## config.mk

```make
export PLATFORM = sky130hd
export DESIGN_NAME = traffic_phase_ctrl
export DESIGN_NICKNAME = d
export VERILOG_FILES = /design/src/rtl/traffic_pkg.sv /design/src/rtl/rr_road_picker.sv /design/src/rtl/traffic_phase_ctrl.sv
export SDC_FILE = /design/constraint.sdc
export NUM_CORES = 1
export LEC_CHECK = 0
export BUFFER_PORTS_ARGS = -buffer_cell sky130_fd_sc_hd__buf_2
export CAP_MARGIN = 20
export CORE_MARGIN = 2
export CORE_UTILIZATION = 45
export DETAILED_ROUTE_END_ITERATION = 12
export GPL_ROUTABILITY_DRIVEN = 0
export PLACE_DENSITY = 0.8
export REMOVE_ABC_BUFFERS = 1
export SKIP_LAST_GASP = 1
export SYNTH_ARGS = -nofsm -noshare
export SYNTH_HDL_FRONTEND = slang
export SYNTH_SLANG_ARGS = --single-unit
export TNS_END_PERCENT = 5
```

## constraint.sdc

```tcl
create_clock -name clk -period 1.9 [get_ports clk]
set_input_delay 0.38 -clock clk [delete_from_list [all_inputs] [get_ports clk]]
set_output_delay 0.38 -clock clk [all_outputs]
set_load 0.02 [all_outputs]
```

## src/rtl/traffic_pkg.sv

```systemverilog
// Shared definitions for the intersection controllers: phase encoding and
// width helpers used to size road indices and timers.
package traffic_pkg;

    typedef enum logic [1:0] {
        PH_GREEN  = 2'd0,
        PH_AMBER  = 2'd1,
        PH_ALLRED = 2'd2,
        PH_FLASH  = 2'd3
    } phase_e;

    // Road index width; a two-road junction still needs one bit.
    function automatic int road_w(input int num_roads);
        return (num_roads > 2) ? $clog2(num_roads) : 1;
    endfunction

    function automatic int max_int(input int a, input int b);
        return (a > b) ? a : b;
    endfunction

endpackage

```

## src/rtl/rr_road_picker.sv

```systemverilog
// Round-robin selector: first requesting road after cur_road, scanning
// upward with wrap-around. The current road itself is never a candidate.
module rr_road_picker
    import traffic_pkg::*;
#(
    parameter int  NUM_ROADS = 4,
    localparam int ROAD_W    = road_w(NUM_ROADS)
) (
    input  logic [NUM_ROADS-1:0] req,
    input  logic [ROAD_W-1:0]    cur_road,
    output logic [ROAD_W-1:0]    nxt_road,
    output logic                 found
);

    localparam logic [ROAD_W:0] ROADS = (ROAD_W+1)'(NUM_ROADS);

    logic [NUM_ROADS-1:1] hit;
    logic [ROAD_W-1:0]    cand [1:NUM_ROADS-1];

    // cand[gi] is the road gi positions after cur_road, modulo NUM_ROADS.
    for (genvar gi = 1; gi < NUM_ROADS; gi++) begin : g_cand
        logic [ROAD_W:0] sum;
        assign sum      = {1'b0, cur_road} + (ROAD_W+1)'(gi);
        assign cand[gi] = (sum >= ROADS) ? ROAD_W'(sum - ROADS) : sum[ROAD_W-1:0];
        assign hit[gi]  = req[cand[gi]];
    end

    // Scan from the far end so the nearest requester wins.
    always_comb begin
        nxt_road = cur_road;
        for (int k = NUM_ROADS - 1; k >= 1; k--) begin
            if (hit[k]) begin
                nxt_road = cand[k];
            end
        end
    end

    assign found = |hit;

endmodule

```

## src/rtl/traffic_phase_ctrl.sv

```systemverilog
// N-road intersection controller: one green at a time, round-robin service,
// internally timed amber/all-red clearance and a maintenance flash mode.
module traffic_phase_ctrl
    import traffic_pkg::*;
#(
    parameter int  NUM_ROADS         = 4,
    parameter int  MIN_GREEN_CYCLES  = 8,
    parameter int  MAX_GREEN_CYCLES  = 32,
    parameter int  AMBER_CYCLES      = 4,
    parameter int  ALLRED_CYCLES     = 2,
    parameter int  FLASH_HALF_CYCLES = 5,
    localparam int ROAD_W            = road_w(NUM_ROADS)
) (
    input  logic                 clk,
    input  logic                 rst,
    input  logic [NUM_ROADS-1:0] req,
    input  logic                 flash,
    output logic [NUM_ROADS-1:0] red,
    output logic [NUM_ROADS-1:0] amber,
    output logic [NUM_ROADS-1:0] green,
    output logic [ROAD_W-1:0]    cur_road,
    output logic [1:0]           phase
);

    localparam int MAX_DUR = max_int(max_int(MAX_GREEN_CYCLES, AMBER_CYCLES),
                                     max_int(ALLRED_CYCLES, FLASH_HALF_CYCLES));
    localparam int CNT_W   = $clog2(MAX_DUR) + 1;

    localparam logic [CNT_W-1:0] GREEN_MIN_END = CNT_W'(MIN_GREEN_CYCLES - 1);
    localparam logic [CNT_W-1:0] GREEN_MAX_END = CNT_W'(MAX_GREEN_CYCLES - 1);
    localparam logic [CNT_W-1:0] AMBER_END     = CNT_W'(AMBER_CYCLES - 1);
    localparam logic [CNT_W-1:0] ALLRED_END    = CNT_W'(ALLRED_CYCLES - 1);
    localparam logic [CNT_W-1:0] FLASH_END     = CNT_W'(FLASH_HALF_CYCLES - 1);

    phase_e            state_reg, state_next;
    logic [CNT_W-1:0]  cnt_reg, cnt_next;
    logic [ROAD_W-1:0] cur_road_reg, cur_road_next;
    logic [ROAD_W-1:0] nxt_road_reg, nxt_road_next;
    logic              blink_reg, blink_next;
    logic [ROAD_W-1:0] pick_road;
    logic              other_req;
    logic              green_done;

    rr_road_picker #(
        .NUM_ROADS (NUM_ROADS)
    ) u_picker (
        .req      (req),
        .cur_road (cur_road_reg),
        .nxt_road (pick_road),
        .found    (other_req)
    );

    assign green_done = other_req &&
                        ((cnt_reg >= GREEN_MAX_END) ||
                         (!req[cur_road_reg] && (cnt_reg >= GREEN_MIN_END)));

    always_ff @(posedge clk) begin
        if (rst) begin
            state_reg    <= PH_GREEN;
            cnt_reg      <= '0;
            cur_road_reg <= '0;
            nxt_road_reg <= '0;
            blink_reg    <= 1'b1;
        end else begin
            state_reg    <= state_next;
            cnt_reg      <= cnt_next;
            cur_road_reg <= cur_road_next;
            nxt_road_reg <= nxt_road_next;
            blink_reg    <= blink_next;
        end
    end

    always_comb begin
        state_next    = state_reg;
        cnt_next      = cnt_reg + 1'b1;
        cur_road_next = cur_road_reg;
        nxt_road_next = nxt_road_reg;
        blink_next    = blink_reg;

        // Flash pre-empts every timer; the counter doubles as the blink timer.
        if (flash) begin
            state_next = PH_FLASH;
            if (state_reg != PH_FLASH) begin
                cnt_next   = '0;
                blink_next = 1'b1;
            end else if (cnt_reg == FLASH_END) begin
                cnt_next   = '0;
                blink_next = !blink_reg;
            end
        end else begin
            case (state_reg)
                PH_GREEN: begin
                    if (cnt_reg >= GREEN_MAX_END) begin
                        cnt_next = cnt_reg;
                    end
                    if (green_done) begin
                        state_next    = PH_AMBER;
                        cnt_next      = '0;
                        nxt_road_next = pick_road;
                    end
                end
                PH_AMBER: begin
                    if (cnt_reg == AMBER_END) begin
                        state_next = PH_ALLRED;
                        cnt_next   = '0;
                    end
                end
                PH_ALLRED: begin
                    if (cnt_reg == ALLRED_END) begin
                        state_next    = PH_GREEN;
                        cnt_next      = '0;
                        cur_road_next = nxt_road_reg;
                    end
                end
                default: begin
                    // Leaving flash: clear, then restart service from road 0.
                    state_next    = PH_ALLRED;
                    cnt_next      = '0;
                    nxt_road_next = '0;
                end
            endcase
        end
    end

    for (genvar gi = 0; gi < NUM_ROADS; gi++) begin : g_lamp
        logic owner;
        assign owner     = (cur_road_reg == ROAD_W'(gi));
        assign green[gi] = (state_reg == PH_GREEN) && owner;
        assign amber[gi] = ((state_reg == PH_AMBER) && owner) ||
                           ((state_reg == PH_FLASH) && blink_reg);
        assign red[gi]   = (state_reg == PH_ALLRED) ||
                           (((state_reg == PH_GREEN) || (state_reg == PH_AMBER)) && !owner);
    end

    assign cur_road = cur_road_reg;
    assign phase    = state_reg;

endmodule

```

; ---- After elaboration in Yosys (flattened, before gate mapping)
; Index checks and enable logic that the tools add are counted.
[totals]
regBits = 13
[classes]
n_addsub = 7
magnitude_cmp = 9
eq_ne = 15
mux = 31
n_bitwise = 2
reduce_logical = 40
[ops]
columns = operator, n
row1 = $mux 6, 7
row2 = $mux 2, 11
row3 = $pmux 6 s3, 1
row4 = $logic_and 1x1->1, 15
row5 = $lt 2x3->1 const B, 4
row6 = $logic_or 1x1->1, 10
row7 = $ge 3x3->1 const B, 3
row8 = $ne 3x3->1 const B, 3
row9 = $reduce_and 3->1, 3
row10 = $bmux 1 s2, 4
row11 = $eq 2x2->1 const B, 4
row12 = $add 2x2->3 const B, 2
row13 = $add 6x1->6 const B, 1
row14 = $eq 6x1->1 const B, 1
row15 = $eq 6x2->1 const B, 1
row16 = $eq 6x3->1 const B, 1
row17 = $ge 6x3->1 const B, 1
row18 = $ge 6x5->1 const B, 1
row19 = $logic_not 1->1, 6
row20 = $mux 1, 6
row21 = $pmux 2 s3, 1
row22 = $sub 2x1->2 const B, 3
row23 = $eq 2x1->1 const B, 2
row24 = $logic_not 2->1, 2
row25 = other kinds (9), 11

; ---- Depth between registers and ports, before layout
[logic_depth]
word_depth = 10
depth_mapped = 10

; ---- Modules after synthesis
; Synthesis repeated with hierarchy kept, for this count alone.
[hier_totals]
cells_unflattened = 147
hier_area_um2 = 1124.8
[by_module_without_submodules]
columns = mod, n_inst, cells_per_inst, area_per_inst_um2, seq_area_each_um2
row1 = traffic_phase_ctrl, 1, 127, 991.0, 260.2
row2 = rr_road_picker, 1, 20, 133.9, 0.0

; ---- Worst setup path after synthesis
; No wires, ideal clock.
[synth_timing]
path_kind = register to register
from = register state_reg[1], in the netlist phase[1]
to = register cnt_reg[4]
setup_ps = 134
arrival_time_ps = 2011
setup_slack_ps = -245
stages_incl_launch_ff = 10
path_buffers = 1
path_cell_list = dfxtp_1 -> clkbuf_1 -> inv_1 -> ha_1 -> nor2_1 -> o221ai_2 -> nor4b_2 -> a211oi_4 -> nand3_1 -> a31oi_1
[synth_via]
elab_chain_cells = 3
elab_cells_between_ends = 8
[synth_rtl]
columns = element, line
row1 = "start, declared", traffic_phase_ctrl.sv:35  ; phase_e state_reg, state_next;
row2 = "start signal, assigned", traffic_phase_ctrl.sv:65  ; state_reg <= state_next;
row3 = "$eq 2x2->1, or another cell as far along", traffic_phase_ctrl.sv:91  ; case (state_reg)
row4 = $pmux 6 s3 / $mux 6 (equally long branches), "traffic_phase_ctrl.sv:91, traffic_phase_ctrl.sv:83"
row5 = $mux 6, traffic_phase_ctrl.sv:81  ; if (flash) begin
row6 = "end signal, assigned", traffic_phase_ctrl.sv:66  ; cnt_reg <= cnt_next;
row7 = "end, declared", traffic_phase_ctrl.sv:36  ; logic [CNT_W-1:0] cnt_reg, cnt_next;
; Several ways; a longest one is shown, not always the timed one.
; A chain may end at the register's enable or synchronous reset.

; ---- Worst setup path after layout
[layout_timing]
from = register cnt_reg[0]
to = register cnt_reg[5]
[layout_via]
elab_chain_cells = 7
elab_cells_between_ends = 18
[layout_rtl]
columns = element, line
row1 = $ge 6x3->1, traffic_phase_ctrl.sv:55  ; (!req[cur_road_reg] && (cnt_reg >= GREEN_MIN_END)));
row2 = $logic_and 1x1->1, traffic_phase_ctrl.sv:55
row3 = $logic_or 1x1->1, traffic_phase_ctrl.sv:54  ; ((cnt_reg >= GREEN_MAX_END) ||
row4 = $logic_and 1x1->1, traffic_phase_ctrl.sv:53  ; assign green_done = other_req &&
row5 = $mux 6, traffic_phase_ctrl.sv:96  ; if (green_done) begin
row6 = $pmux 6 s3, traffic_phase_ctrl.sv:91
row7 = $mux 6, traffic_phase_ctrl.sv:81
; Several ways; a longest one is shown, not always the timed one. The select of a mux whose other input is x is not followed.

==> results_dict.tcl <==
set metrics [dict create \
    status "finished clean" \
    drive_above_1_share_pct 32.2 \
    nFillCells 254 \
    antenna_cells 0 \
    cts_num_sinks 13 \
    holdPathEnd "nxt_road_reg[1]$_SDFFE_PP0P_" \
    ys_ff_latch 13 \
    die_area_mm2 0.00325 \
    io_pins 23 \
    synth_edf_count 0 \
    final-max-slew-violation-count 0 \
    grt_max_degree 12 \
    post-route-drc-count 0 \
    clkLatencyLatePin_ps 280 \
    firstDrtPassIters 4 \
    via_count 1311 \
    die_h_um 57.0 \
    cts_tree "done" \
    synthArstFlopShare_pct 0 \
    leakage_nw 0.706 \
    min-delay-start "rst" \
    grt_pass1_vias 1158 \
    portBuffers 22 \
    std_cell_rows 19 \
    start_util_pct 46.6 \
    stdcell_count 233 \
    hold_viol 0 \
    hold_path.class "primary input to flop" \
    syn-instance-count 167 \
    vdd_ir_drop_max_uv 331 \
    fin_skew_ps 8.26 \
    crit_path_start_kind "flop" \
    cts_max_level 1 \
    core_mm2 0.00271 \
    fin_nets 222 \
    timing.rr.start "cnt_reg[0]$_SDFFE_PP0P_" \
    antenna_found_initial 0 \
    min_period_over_period_pct 95.7 \
    layout_setup_ws_ps 81.6 \
    post-route-min-period_ps 1820 \
    root_buffer "clkbuf_4" \
    largest_reg_flops 6 \
    worstMarginPinSlew_ps 383 \
    dp_hpwl_um 2310 \
    yosys_warnings 0 \
    setup_viol 0 \
    crit_fanout 11 \
    die_width_um 57.0 \
    ys_types 43 \
    clkTransAtPathRegs_ps 90 \
    areaGrowthSynthToFinish_pct 27.7 \
    synth-main-ff-cell "dfxtp_1" \
    arrival_ps 2000 \
    cp.required_ps 2080 \
    place_ws_ps -36.0 \
    reg2reg_depth 8 \
    clk_path_buf_depth 2 \
    drt_iter0_drc 59 \
    fmax_mhz 550 \
    r2r-end "cnt_reg[5]$_SDFFE_PP0P_" \
    worstHoldPathCells 4 \
    synth_seq_area_share_pct 20.6 \
    syn_area_mm2 0.00126 \
    avgRoutedWirePerCell_um 12.9 \
    end_kind "flop" \
    max_cap_violations 0 \
    ant_nets 0 \
    rsz0062_at_grt "yes" \
    cts_buffers 3 \
    viasPerCell 5.63 \
    powerDensity_mw_per_mm2 451 \
    critPathKind "flop to flop" \
    wirelength_um 3020 \
    grt_pass1_wl_um 4990 \
    dp_cells 229 \
    crit_chain "ha_2 > a41o_1 > nand3_1 > a21oi_2 > buf_4 > nor3_2 > nor2_1 > a2111oi_2" \
    slew_headroom_pct 74.3 \
    crit_path_top_delay_cell "dfxtp_2" \
    cpPeakStageDelay_ps 350 \
    track_usage_pct 18.9 \
    reg2reg_slack_ps 80 \
    gr-total-overflow 0 \
    syn_area_per_cell_um2 7.56 \
]
[area by class of cell]
type | count | area (µm²) | share of cell area [%]
Clock buffer | 4 | 26.3 | 1.63
Inverter | 10 | 37.5 | 2.33
Multi-Input combinational cell | 133 | 978 | 60.7
Sequential cell | 13 | 270 | 16.8
Tap cell | 31 | 38.8 | 2.41
Timing Repair Buffer | 42 | 260 | 16.1
[layer usage]
metal  GRT usage (%)  up-vias  wire [µm]
met5               0        -          0
met4            2.99        0         13
met3            4.31        2        179
met2            30.7       42       1470
met1            26.2      609       1360
li1                -      658          -
[timing repair]
item                                    in CTS  in global routing
cloned                                       0                  0
gates resized for setup                      1                 17
buffers inserted                             0                  0
hold buffers                                 0                  0
endpoints found under the setup margin       1                 19
pin swaps                                    0                 12
[cells in the mapped netlist, drive strengths merged (2+ instances only)]
cell,number,area share [%]
o21ai,4,1.6
nor3,7,2.8
mux2i,10,7.9
inv,10,3.0
a31oi,4,2.0
a2111oi,2,2.4
a2111o,2,1.8
nor4,3,2.0
clkbuf,4,1.2
nand2b,3,1.5
nand2,31,9.2
nand3,8,3.2
and2,4,2.0
a21oi,10,4.0
or2,3,1.5
nor2,9,2.7
o211ai,2,1.2
ha,12,12
dfxtp,13,21
nor2b,2,0.99
buf,7,3.5
[logic make-up (layout without fill, tap and decap cells)]
group | Yosys count | after routing | share of synthesized area (%)
compound gates | 34 | 34 | 21.0
xor+xnor | 1 | 1 | 0.694
fa+ha+maj | 12 | 12 | 11.9
buf+inv | 21 | 56 | 7.63
flops | 13 | 13 | 20.6
mux | 11 | 11 | 8.82
simple gates | 75 | 75 | 29.3
[cell usage in the layout (no fill, tap or decap), types with 3 or more instances in the layout]
cell type	instances
a21oi_1	9
nand2_1	31
inv_1	10
a31oi_1	3
mux2i_1	10
buf_2	22
dfxtp_1	7
dfxtp_2	5
nor2_1	9
ha_1	11
nand3_1	8
clkbuf_4	3
nand2b_1	3
buf_4	20
nor3_1	5
and2_1	4
[report_power, final]
part / leakage, nW / total (mW) / internal [mW] / switching (mW)
logic: 0.583 / 0.258 / 0.111 / 0.147
clock network: 0.0150 / 0.176 / 0.0815 / 0.0941
registers: 0.108 / 0.293 / 0.281 / 0.0117
total: 0.706 / 0.727 / 0.474 / 0.253
[worst max-delay path by stage]
| stage | start | end | depth (start not counted) |
|---|---|---|---|
| 2_1_floorplan | cur_road[0]$_SDFFE_PP0P_ | cnt_reg[5]$_SDFFE_PP0P_ | 5 |
| 3_3_place_gp | req[1] | cnt_reg[2]$_SDFFE_PP0P_ | 8 |
| 3_5_place_dp | req[0] | cnt_reg[3]$_SDFFE_PP0P_ | 7 |
| 4_1_cts | cur_road[0]$_SDFFE_PP0P_ | cnt_reg[1]$_SDFFE_PP0P_ | 7 |
| 5_1_grt | phase[0]$_SDFFE_PP0P_ | phase[0]$_SDFFE_PP0P_ | 8 |
| 6_report | cnt_reg[0]$_SDFFE_PP0P_ | cnt_reg[5]$_SDFFE_PP0P_ | 8 |
[per-stage QoR]
stage	power [mW]	cell area (µm²)	utilization [%]	hold WS (ps)	setup TNS, ps
6_report	0.727	1610	59.5	426	0
5_1_grt	0.766	1610	59.5	425	-206
4_1_cts	0.712	1530	56.5	431	0
3_5_place_dp	0.538	1500	55.4	458	-120
3_3_place_gp	0.536	1500	55.4	446	-157
2_1_floorplan	0.444	1200	-	434	-1590
[critical path, delay by kind of cell (launching register included)]
family | cells | cell delay (ps)
AOI/OAI and AO/OA | 3 | 640
adders and majority gates | 1 | 210
buffers and inverters | 1 | 170
DFF | 1 | 350
and+or+nand+nor | 3 | 350
No activity file was read; power rests on OpenSTA's default activity.
